File: src/rtl/intr_ctrl_pkg.sv
// Shared definitions for the machine-mode interrupt controller: mcause codes,
// FSM encodings, the per-source bit vector and the fixed-priority helpers.
package intr_ctrl_pkg;

  localparam int SYNC_STAGES_DEFAULT = 2;

  localparam logic [3:0] CODE_NONE = 4'd0;
  localparam logic [3:0] CODE_MSI  = 4'd3;
  localparam logic [3:0] CODE_MTI  = 4'd7;
  localparam logic [3:0] CODE_MEI  = 4'd11;

  localparam logic [1:0] ST_IDLE = 2'd0;
  localparam logic [1:0] ST_REQ  = 2'd1;
  localparam logic [1:0] ST_BUSY = 2'd2;

  // Bit order matches priority: mei is the MSB and wins.
  typedef struct packed {
    logic mei;
    logic msi;
    logic mti;
  } irq_vec_t;

  function automatic irq_vec_t pick_highest(input irq_vec_t elig);
    irq_vec_t sel;
    sel = '0;
    if (elig.mei)      sel.mei = 1'b1;
    else if (elig.msi) sel.msi = 1'b1;
    else if (elig.mti) sel.mti = 1'b1;
    return sel;
  endfunction

  function automatic logic [3:0] code_of(input irq_vec_t sel);
    logic [3:0] code;
    code = CODE_NONE;
    if (sel.mei)      code = CODE_MEI;
    else if (sel.msi) code = CODE_MSI;
    else if (sel.mti) code = CODE_MTI;
    return code;
  endfunction

endpackage

File: src/rtl/intr_ctrl_if.sv
// Request/acknowledge channel between the interrupt controller (master)
// and the trap controller (slave).
interface intr_ctrl_if;
  logic       irq_req;
  logic       irq_ack;
  logic       mret;
  logic       external_interrupt;
  logic       software_interrupt;
  logic       timer_interrupt;
  logic [3:0] irq_code;
  logic       in_handler;

  modport master (
    output irq_req, external_interrupt, software_interrupt, timer_interrupt,
           irq_code, in_handler,
    input  irq_ack, mret
  );

  modport slave (
    input  irq_req, external_interrupt, software_interrupt, timer_interrupt,
           irq_code, in_handler,
    output irq_ack, mret
  );
endinterface

File: src/rtl/intr_ctrl_cdc_sync.sv
// N-flop single-bit synchronizer with asynchronous active-low reset.
// STAGES must be at least 2.
module cdc_sync #(
  parameter int STAGES = 2
) (
  input  logic clk,
  input  logic rst_n,
  input  logic d,
  output logic q
);

  logic [STAGES-1:0] sync;

  // NOTE: flops are written with <= so every stage samples the previous
  // stage's old value; blocking = here would collapse the chain to one flop.
  always_ff @(posedge clk or negedge rst_n) begin
    if (!rst_n) sync <= '0;
    else        sync <= {sync[STAGES-2:0], d};
  end

  assign q = sync[STAGES-1];

endmodule

File: src/rtl/intr_ctrl.sv
// Machine-mode interrupt controller: syncs and registers the mip bits, masks
// and prioritises them, and holds one request per interrupt until ack/withdraw.
module intr_ctrl
  import intr_ctrl_pkg::*;
#(
  parameter int SYNC_STAGES = SYNC_STAGES_DEFAULT
) (
  input  logic        clk,
  input  logic        rst,
  input  logic        ext_irq_async,
  input  logic        sw_irq,
  input  logic        timer_irq,
  input  logic        i_mstatus_mie,
  input  logic        i_mie_meie,
  input  logic        i_mie_msie,
  input  logic        i_mie_mtie,
  intr_ctrl_if.master trap,
  output logic        o_mip_meip,
  output logic        o_mip_msip,
  output logic        o_mip_mtip
);

  logic       ext_sync;
  logic [1:0] state;
  irq_vec_t   mip, enable, eligible, sel, latched;
  logic       still_eligible;

  cdc_sync #(.STAGES(SYNC_STAGES)) u_ext_sync (
    .clk   (clk),
    .rst_n (rst),
    .d     (ext_irq_async),
    .q     (ext_sync)
  );

  // Pending bits are plain levels: they follow their sources, never sticky.
  always_ff @(posedge clk or negedge rst) begin
    if (!rst) begin
      o_mip_meip <= 1'b0;
      o_mip_msip <= 1'b0;
      o_mip_mtip <= 1'b0;
    end else begin
      o_mip_meip <= ext_sync;
      o_mip_msip <= sw_irq;
      o_mip_mtip <= timer_irq;
    end
  end

  assign mip            = {o_mip_meip, o_mip_msip, o_mip_mtip};
  assign enable         = {i_mie_meie, i_mie_msie, i_mie_mtie};
  assign eligible       = mip & enable & {3{i_mstatus_mie}};
  assign sel            = pick_highest(eligible);
  assign still_eligible = |(latched & eligible);

  // latched is non-zero only in REQ, so the cause outputs double as "valid".
  always_ff @(posedge clk or negedge rst) begin
    if (!rst) begin
      state   <= ST_IDLE;
      latched <= '0;
    end else begin
      case (state)
        ST_IDLE: begin
          if (|eligible) begin
            state   <= ST_REQ;
            latched <= sel;
          end
        end
        ST_REQ: begin
          // Ack takes precedence over a same-cycle withdraw.
          if (trap.irq_ack) begin
            state   <= ST_BUSY;
            latched <= '0;
          end else if (!still_eligible) begin
            state   <= ST_IDLE;
            latched <= '0;
          end
        end
        ST_BUSY: begin
          if (trap.mret) state <= ST_IDLE;
        end
        default: begin
          state   <= ST_IDLE;
          latched <= '0;
        end
      endcase
    end
  end

  assign trap.irq_req            = (state == ST_REQ);
  assign trap.in_handler         = (state == ST_BUSY);
  assign trap.external_interrupt = latched.mei;
  assign trap.software_interrupt = latched.msi;
  assign trap.timer_interrupt    = latched.mti;
  assign trap.irq_code           = code_of(latched);

endmodule

File: src/flat_wrapper.sv
// flat-port wrapper written by rule: the top's interface ports become plain ports
module intr_ctrl_flat import intr_ctrl_pkg::*;
#(
  parameter int SYNC_STAGES = SYNC_STAGES_DEFAULT
)
  (clk, rst, ext_irq_async, sw_irq, timer_irq, i_mstatus_mie, i_mie_meie, i_mie_msie, i_mie_mtie, o_mip_meip, o_mip_msip, o_mip_mtip, trap_irq_req, trap_external_interrupt, trap_software_interrupt, trap_timer_interrupt, trap_irq_code, trap_in_handler, trap_irq_ack, trap_mret);
  intr_ctrl_if trap_i ();
  input  logic clk;
  input  logic rst;
  input  logic ext_irq_async;
  input  logic sw_irq;
  input  logic timer_irq;
  input  logic i_mstatus_mie;
  input  logic i_mie_meie;
  input  logic i_mie_msie;
  input  logic i_mie_mtie;
  output logic o_mip_meip;
  output logic o_mip_msip;
  output logic o_mip_mtip;
  output wire logic [$bits(trap_i.irq_req)-1:0] trap_irq_req;
  output wire logic [$bits(trap_i.external_interrupt)-1:0] trap_external_interrupt;
  output wire logic [$bits(trap_i.software_interrupt)-1:0] trap_software_interrupt;
  output wire logic [$bits(trap_i.timer_interrupt)-1:0] trap_timer_interrupt;
  output wire logic [$bits(trap_i.irq_code)-1:0] trap_irq_code;
  output wire logic [$bits(trap_i.in_handler)-1:0] trap_in_handler;
  input wire logic [$bits(trap_i.irq_ack)-1:0] trap_irq_ack;
  input wire logic [$bits(trap_i.mret)-1:0] trap_mret;
  assign trap_irq_req = trap_i.irq_req;
  assign trap_external_interrupt = trap_i.external_interrupt;
  assign trap_software_interrupt = trap_i.software_interrupt;
  assign trap_timer_interrupt = trap_i.timer_interrupt;
  assign trap_irq_code = trap_i.irq_code;
  assign trap_in_handler = trap_i.in_handler;
  assign trap_i.irq_ack = trap_irq_ack;
  assign trap_i.mret = trap_mret;
  intr_ctrl #(.SYNC_STAGES(SYNC_STAGES)) u_core (.clk(clk), .rst(rst), .ext_irq_async(ext_irq_async), .sw_irq(sw_irq), .timer_irq(timer_irq), .i_mstatus_mie(i_mstatus_mie), .i_mie_meie(i_mie_meie), .i_mie_msie(i_mie_msie), .i_mie_mtie(i_mie_mtie), .trap(trap_i), .o_mip_meip(o_mip_meip), .o_mip_msip(o_mip_msip), .o_mip_mtip(o_mip_mtip));
endmodule
File: config.mk
export PLATFORM = sky130hd
export DESIGN_NAME = intr_ctrl_flat
export DESIGN_NICKNAME = d
export VERILOG_FILES = /design/src/rtl/intr_ctrl_pkg.sv /design/src/rtl/intr_ctrl_if.sv /design/src/rtl/intr_ctrl_cdc_sync.sv /design/src/rtl/intr_ctrl.sv /design/src/flat_wrapper.sv
export SDC_FILE = /design/constraint.sdc
export NUM_CORES = 1
export LEC_CHECK = 0
export BUFFER_PORTS_ARGS = -buffer_cell sky130_fd_sc_hd__buf_2
export CAP_MARGIN = 20
export CORE_AREA = 2 2 39 41
export CTS_BUF_LIST = sky130_fd_sc_hd__clkbuf_8
export DETAILED_ROUTE_END_ITERATION = 10
export DIE_AREA = 0 0 41 43
export GPL_ROUTABILITY_DRIVEN = 0
export PLACE_DENSITY = 0.68
export SKIP_CTS_REPAIR_TIMING = 1
export SYNTH_ARGS = -nofsm -noshare
export SYNTH_HDL_FRONTEND = slang
export SYNTH_SLANG_ARGS = --single-unit
File: constraint.sdc
create_clock -name clk -period 2.1 [get_ports clk]
set_input_delay 0.21 -clock clk [delete_from_list [all_inputs] [get_ports clk]]
set_output_delay 0.21 -clock clk [all_outputs]
set_load 0.01 [all_outputs]
==> impl_metrics.tcl, run 1 <==
set metrics [dict create \
    status "finished, final reports clean" \
    ir_worst_vdd_v 0.000531 \
    syn_avg_cell_area_um2 10.3 \
    ys_seq_area_share_pct 56.3 \
    synth_xor_xnor_area_share_pct 0 \
    start_kind "register" \
    wl_per_cell_um 11.8 \
    synthesis.nets 54 \
    fill_cells 137 \
    r2r_end "u_core.state[0]$_DFFE_PN0P_" \
    seq_area_um2 250 \
    hold_path_class "in2reg" \
    finalSetupViolations 0 \
    reg2reg_depth 4 \
    synthAdderAreaFrac_pct 0 \
    power_w 0.000799 \
    dp_hpwl_um 815 \
    grt_pass1_vias 376 \
    antenna_left 0 \
    drc 0 \
    rr_startpoint "u_core.state[0]$_DFFE_PN0P_" \
    leakagePower_nw 0.335 \
    grt_pass1_wl_um 1520 \
    startpoint "u_core.state[0]$_DFFE_PN0P_" \
    tightest_slew_ps 275 \
    synth-compound-area-share_pct 16.6 \
    die_w_um 41 \
    die_area_mm2 0.00176 \
    fp.dieH_um 43 \
    path_class "reg2reg" \
    period_share_pct 62.2 \
    path_clk_slew_ps 40 \
    drtIter0Drc 4 \
    placementRows 14 \
    timing.fmax_ghz 0.766 \
    maxCapViolations 0 \
    drive_gt1_share_pct 39.7 \
    routed_wl_um 994 \
    ys_seq_elements 10 \
    grt_antenna_before_repair 0 \
    synth-simple-area-share_pct 19.4 \
    max-slew-margin-rel_pct 81.6 \
    cts_made_buffers 3 \
    multi_input_area_um2 160 \
    worstSetupEndpoint "u_core.state[0]$_DFFE_PN0P_" \
    area_delta_synth_final_pct 40.6 \
    initial_core_util_pct 32.1 \
    critical_path_arrival_ps 1420 \
    synth_mux_area_share_pct 0 \
    cts_tree "built" \
    grt_start_max_net_pins 11 \
    yosysWarnings 0 \
    crit_path_end_kind "register" \
    ys_types 19 \
    tns_ps 0 \
    crit_fanout 6 \
    firstDrtPassIters 2 \
    synth_top_family_by_area "simple AND/OR/NAND/NOR gates" \
    io_pins 23 \
    clock_latency_ps 230 \
    io_buffers 22 \
    viasPerCell 4.88 \
    worstPathRequired_ps 2210 \
    p_per_area_mw_per_mm2 1280 \
    hold_viol_final 0 \
    clock-sinks 10 \
    clk_path_buf_depth 2 \
    syn_area_um2 444 \
    skew_ps 0.528 \
    fin_crit_ps 1310 \
    grt_overflow 0 \
    dr_total_vias 410 \
    maxSlewViolCount 0 \
    n_antenna_cell 0 \
    h-tree-depth 1 \
    grt_usage_pct 13.5 \
    cts_root_buffer "clkbuf_8" \
    nNetsFinal 80 \
    core_mm2 0.00138 \
    rsz0062_at_grt "no" \
    reg2reg_setup_slack_ps 790 \
    syn_inst 43 \
]
## routing by layer
metal / part of all wire, % / GRT usage, % / up-vias
li1: - / - / 203
met1: 42 / 15.7 / 189
met2: 49 / 19.4 / 16
met3: 8.2 / 3.66 / 2
met4: 0.60 / 11.3 / 0
met5: 0 / 0 / -
## sequential cells by signal (all words and copies together) (netlist names)
name,cells
u_core.o_mip_msip,1
u_core.u_ext_sync.sync,2
u_core.trap.external_interrupt,1
u_core.o_mip_meip,1
u_core.trap.timer_interrupt,1
u_core.trap.software_interrupt,1
u_core.o_mip_mtip,1
u_core.state,2
## layout by cell type (no fill, tap or decap), types with 2 or more instances in the layout
cell type and count:
nand3_1 2, nor2b_1 2, nand4_1 2, dfrtp_1 10
clkbuf_8 4, inv_1 5, buf_2 22, nor3_1 2
and3_1 2, nor2_1 3, o21ai_0 4
## worst min-delay path by stage
stage | from | slack (ps) | endpoint | cells past startpoint
2_1_floorplan | rst | -90 | u_core.o_mip_meip$_DFF_PN0_ | 0
3_3_place_gp | rst | 70 | u_core.state[0]$_DFFE_PN0P_ | 1
3_5_place_dp | rst | 70 | u_core.state[0]$_DFFE_PN0P_ | 1
4_1_cts | rst | -180 | u_core.trap.external_interrupt$_DFFE_PN0P_ | 1
5_1_grt | sw_irq | 70 | u_core.o_mip_msip$_DFF_PN0_ | 1
6_report | sw_irq | 80 | u_core.o_mip_msip$_DFF_PN0_ | 1
## metrics by stage
step / hold slack, ps / util (%) / std cells / area [um^2] / setup slack (ps)
after detailed placement: 73.1 / 40.4 / 79 / 559 / 799
after global placement: 71.3 / 40.4 / 79 / 559 / 855
after CTS: -179 / 44.4 / 83 / 614 / 797
after global routing: 73.2 / 45.1 / 84 / 624 / 720
after floorplan: -85.6 / - / 43 / 444 / 857
final: 83.9 / 45.1 / 84 / 624 / 795
## area by class of cell
class | count | area share, %
inverters | 5 | 3.01
well taps | 16 | 3.21
flip-flops and latches | 10 | 40.1
clock buffers | 4 | 8.82
repair buffers | 23 | 19.2
multi-input cells | 26 | 25.7
## cells in the mapped netlist, drive strengths merged
library cell / count / area [um^2]
a21oi: 1 / 5.00
nor3: 3 / 20.0
a22o: 1 / 8.76
a2bb2oi: 1 / 8.76
nor2: 3 / 11.3
o21bai: 1 / 7.51
inv: 5 / 18.8
and3: 2 / 12.5
buf: 2 / 15.0
a31oi: 1 / 6.26
and2b: 1 / 7.51
nor2b: 2 / 12.5
o211ai: 1 / 7.51
o21ai: 4 / 20.0
a311o: 1 / 10.0
nand4: 2 / 12.5
nand3: 2 / 10.0
dfrtp: 10 / 250
## worst max-delay path, cell delays in order, from the launching register on
cell and delay (ps):
dfrtp_1 410, a311o_1 380, nor3_2 160, a2bb2oi_1 190, nor2_1 50
## kinds of logic after synthesis
kind of cell    Yosys count
simple gates             15
buf+inv                   7
compound gates           11
flops                    10
## where the power goes
part	internal, W	total, W	switching (W)	leakage (nW)
registers	0.000234	0.000280	0.0000457	0.124
clock network	0.000164	0.000231	0.0000670	0.0288
logic	0.000132	0.000288	0.000156	0.182
total	0.000530	0.000799	0.000269	0.335
No activity file was read; power rests on OpenSTA's default activity.
==> run 2: changes to the inputs <==
PLACE_DENSITY = 0.7   (was 0.68)
clock period = 1.05 ns   (was 2.1 ns; I/O delays follow)
==> run 2 against run 1 <==
  * Routed wire length up 25%
  * The run now ends with negative setup slack left
  * Utilization up 16 points
  * Count of clock-buffer cells in the layout down 1
  * Critical path depth unchanged
  * Non-clock buffer count up 22
==> impl_metrics.tcl, run 2 (synthesized netlist as in run 1, its figures left out) <==
set metrics [dict create \
    status "finished, violations left" \
    violations "negative setup slack" \
    cp_common_cell "buf_4" \
    leakagePower_nw 0.451 \
    drc 0 \
    grt_antenna_before_repair 0 \
    n_antenna_cell 0 \
    fin_util_pct 61.0 \
    layout_commonest_cell "buf_2" \
    io_pins 23 \
    path_class "reg2out" \
    dp_hpwl_um 881 \
    min_path_cells 2 \
    die_w_um 41 \
    clock_latency_ps 230 \
    finalSetupViolations 10 \
    period_share_pct 121 \
    hold_viol_final 0 \
    rsz0062_at_grt "yes" \
    maxCapViolations 0 \
    drtIter0Drc 7 \
    critical_path_arrival_ps 1170 \
    reg2reg_setup_slack_ps -200 \
    worstPathRequired_ps 940 \
    firstDrtPassIters 4 \
    clk_path_buf_depth 2 \
    ir_worst_vdd_v 0.00104 \
    h-tree-depth 1 \
    area_delta_synth_final_pct 90.1 \
    grt_pass1_wl_um 1600 \
    rr_startpoint "u_core.state[0]$_DFFE_PN0P_" \
    die_area_mm2 0.00176 \
    fin_ws_ps -223 \
    cts_made_buffers 3 \
    crit_fanout 3 \
    clock-sinks 10 \
    cts_tree "built" \
    cts_root_buffer "clkbuf_8" \
    holdWs_ps 148 \
    p_per_area_mw_per_mm2 2480 \
    worstHoldEndpoint "u_core.state[1]$_DFFE_PN0P_" \
    antenna_left 0 \
    grt_usage_pct 13.5 \
    io_buffers 22 \
    drive_gt1_share_pct 58.4 \
    tns_ps -1410 \
    wl_per_cell_um 11.8 \
    fp.dieH_um 43 \
    hold_path.startpoint "trap_irq_ack" \
    crit_chain "buf_4, and2b_1, buf_4, buf_6" \
    skew_ps 3.79 \
    start_kind "register" \
    viasPerCell 4.78 \
    fin_crit_ps 1270 \
    nNetsFinal 102 \
    most-common-layout-cells "buf_2, buf_4, dfrtp_1" \
    timing.fmax_ghz 0.785 \
    grt_start_max_net_pins 11 \
    power_w 0.00209 \
    grt_pass1_vias 418 \
    initial_core_util_pct 32.1 \
    path_clk_slew_ps 40 \
    maxSlewViolCount 0 \
    max-slew-margin-rel_pct 78.9 \
    slowest_stage "dfrtp_1" \
    tightest_slew_ps 315 \
    hold_path_class "in2reg" \
    core_mm2 0.00138 \
    grt_overflow 0 \
    largestRegisters "u_core.state: 2 flops, u_core.u_ext_sync.sync: 2 flops" \
    dr_total_vias 502 \
    reg2reg_depth 4 \
    max_stage_delay_ps 390 \
    r2r_end "u_core.trap.software_interrupt$_DFFE_PN0P_" \
    routed_wl_um 1240 \
    placementRows 14 \
    crit_path_end_kind "primary output" \
]
## run 2: layout make-up
cell class / count / area [um^2]
fillers: 123 / 539
repair buffers: 45 / 323
flip-flops and latches: 10 / 250
multi-input cells: 26 / 186
clock buffers: 3 / 41.3
inverters: 5 / 23.8
well taps: 16 / 20.0
## run 2: power breakdown
part | total, W | internal (W) | switching (W)
Combinational | 0.00119 | 0.000692 | 0.000502
Clock | 0.000369 | 0.000248 | 0.000120
Sequential | 0.000531 | 0.000469 | 0.0000620
Total | 0.00209 | 0.00141 | 0.000685
## run 2: routing by layer
metal	track usage (%)	routed length, um	vias up
met5	0	0	-
met4	8.00	16	0
met3	3.14	77	2
met2	19.4	621	22
met1	17.7	525	230
li1	-	-	248
## run 2: worst max-delay path: cells and delay by family, from the launching register on
family	cells	cell delay [ps]
flops	1	390
buf+inv	3	360
simple gates	1	200
## run 2: worst max-delay path by stage
stage               slack (ps)                                          to                         from  cells past startpoint
detailed placement        -210                 u_core.state[0]$_DFFE_PN0P_  u_core.state[0]$_DFFE_PN0P_                      4
global route              -270                             trap_in_handler  u_core.state[0]$_DFFE_PN0P_                      4
finish                    -220                             trap_in_handler  u_core.state[0]$_DFFE_PN0P_                      4
CTS                       -230                             trap_in_handler  u_core.state[0]$_DFFE_PN0P_                      4
floorplan                 -140                 u_core.state[0]$_DFFE_PN0P_  u_core.state[0]$_DFFE_PN0P_                      4
global placement          -160  u_core.trap.software_interrupt$_DFFE_PN0P_  u_core.state[0]$_DFFE_PN0P_                      4
## run 2: stage by stage
step / area (um^2) / setup WS [ps] / instances
5_1_grt: 845 / -267 / 105
3_5_place_dp: 664 / -209 / 93
3_3_place_gp: 664 / -159 / 93
2_1_floorplan: 444 / -143 / 43
6_report: 845 / -223 / 105
4_1_cts: 706 / -231 / 96
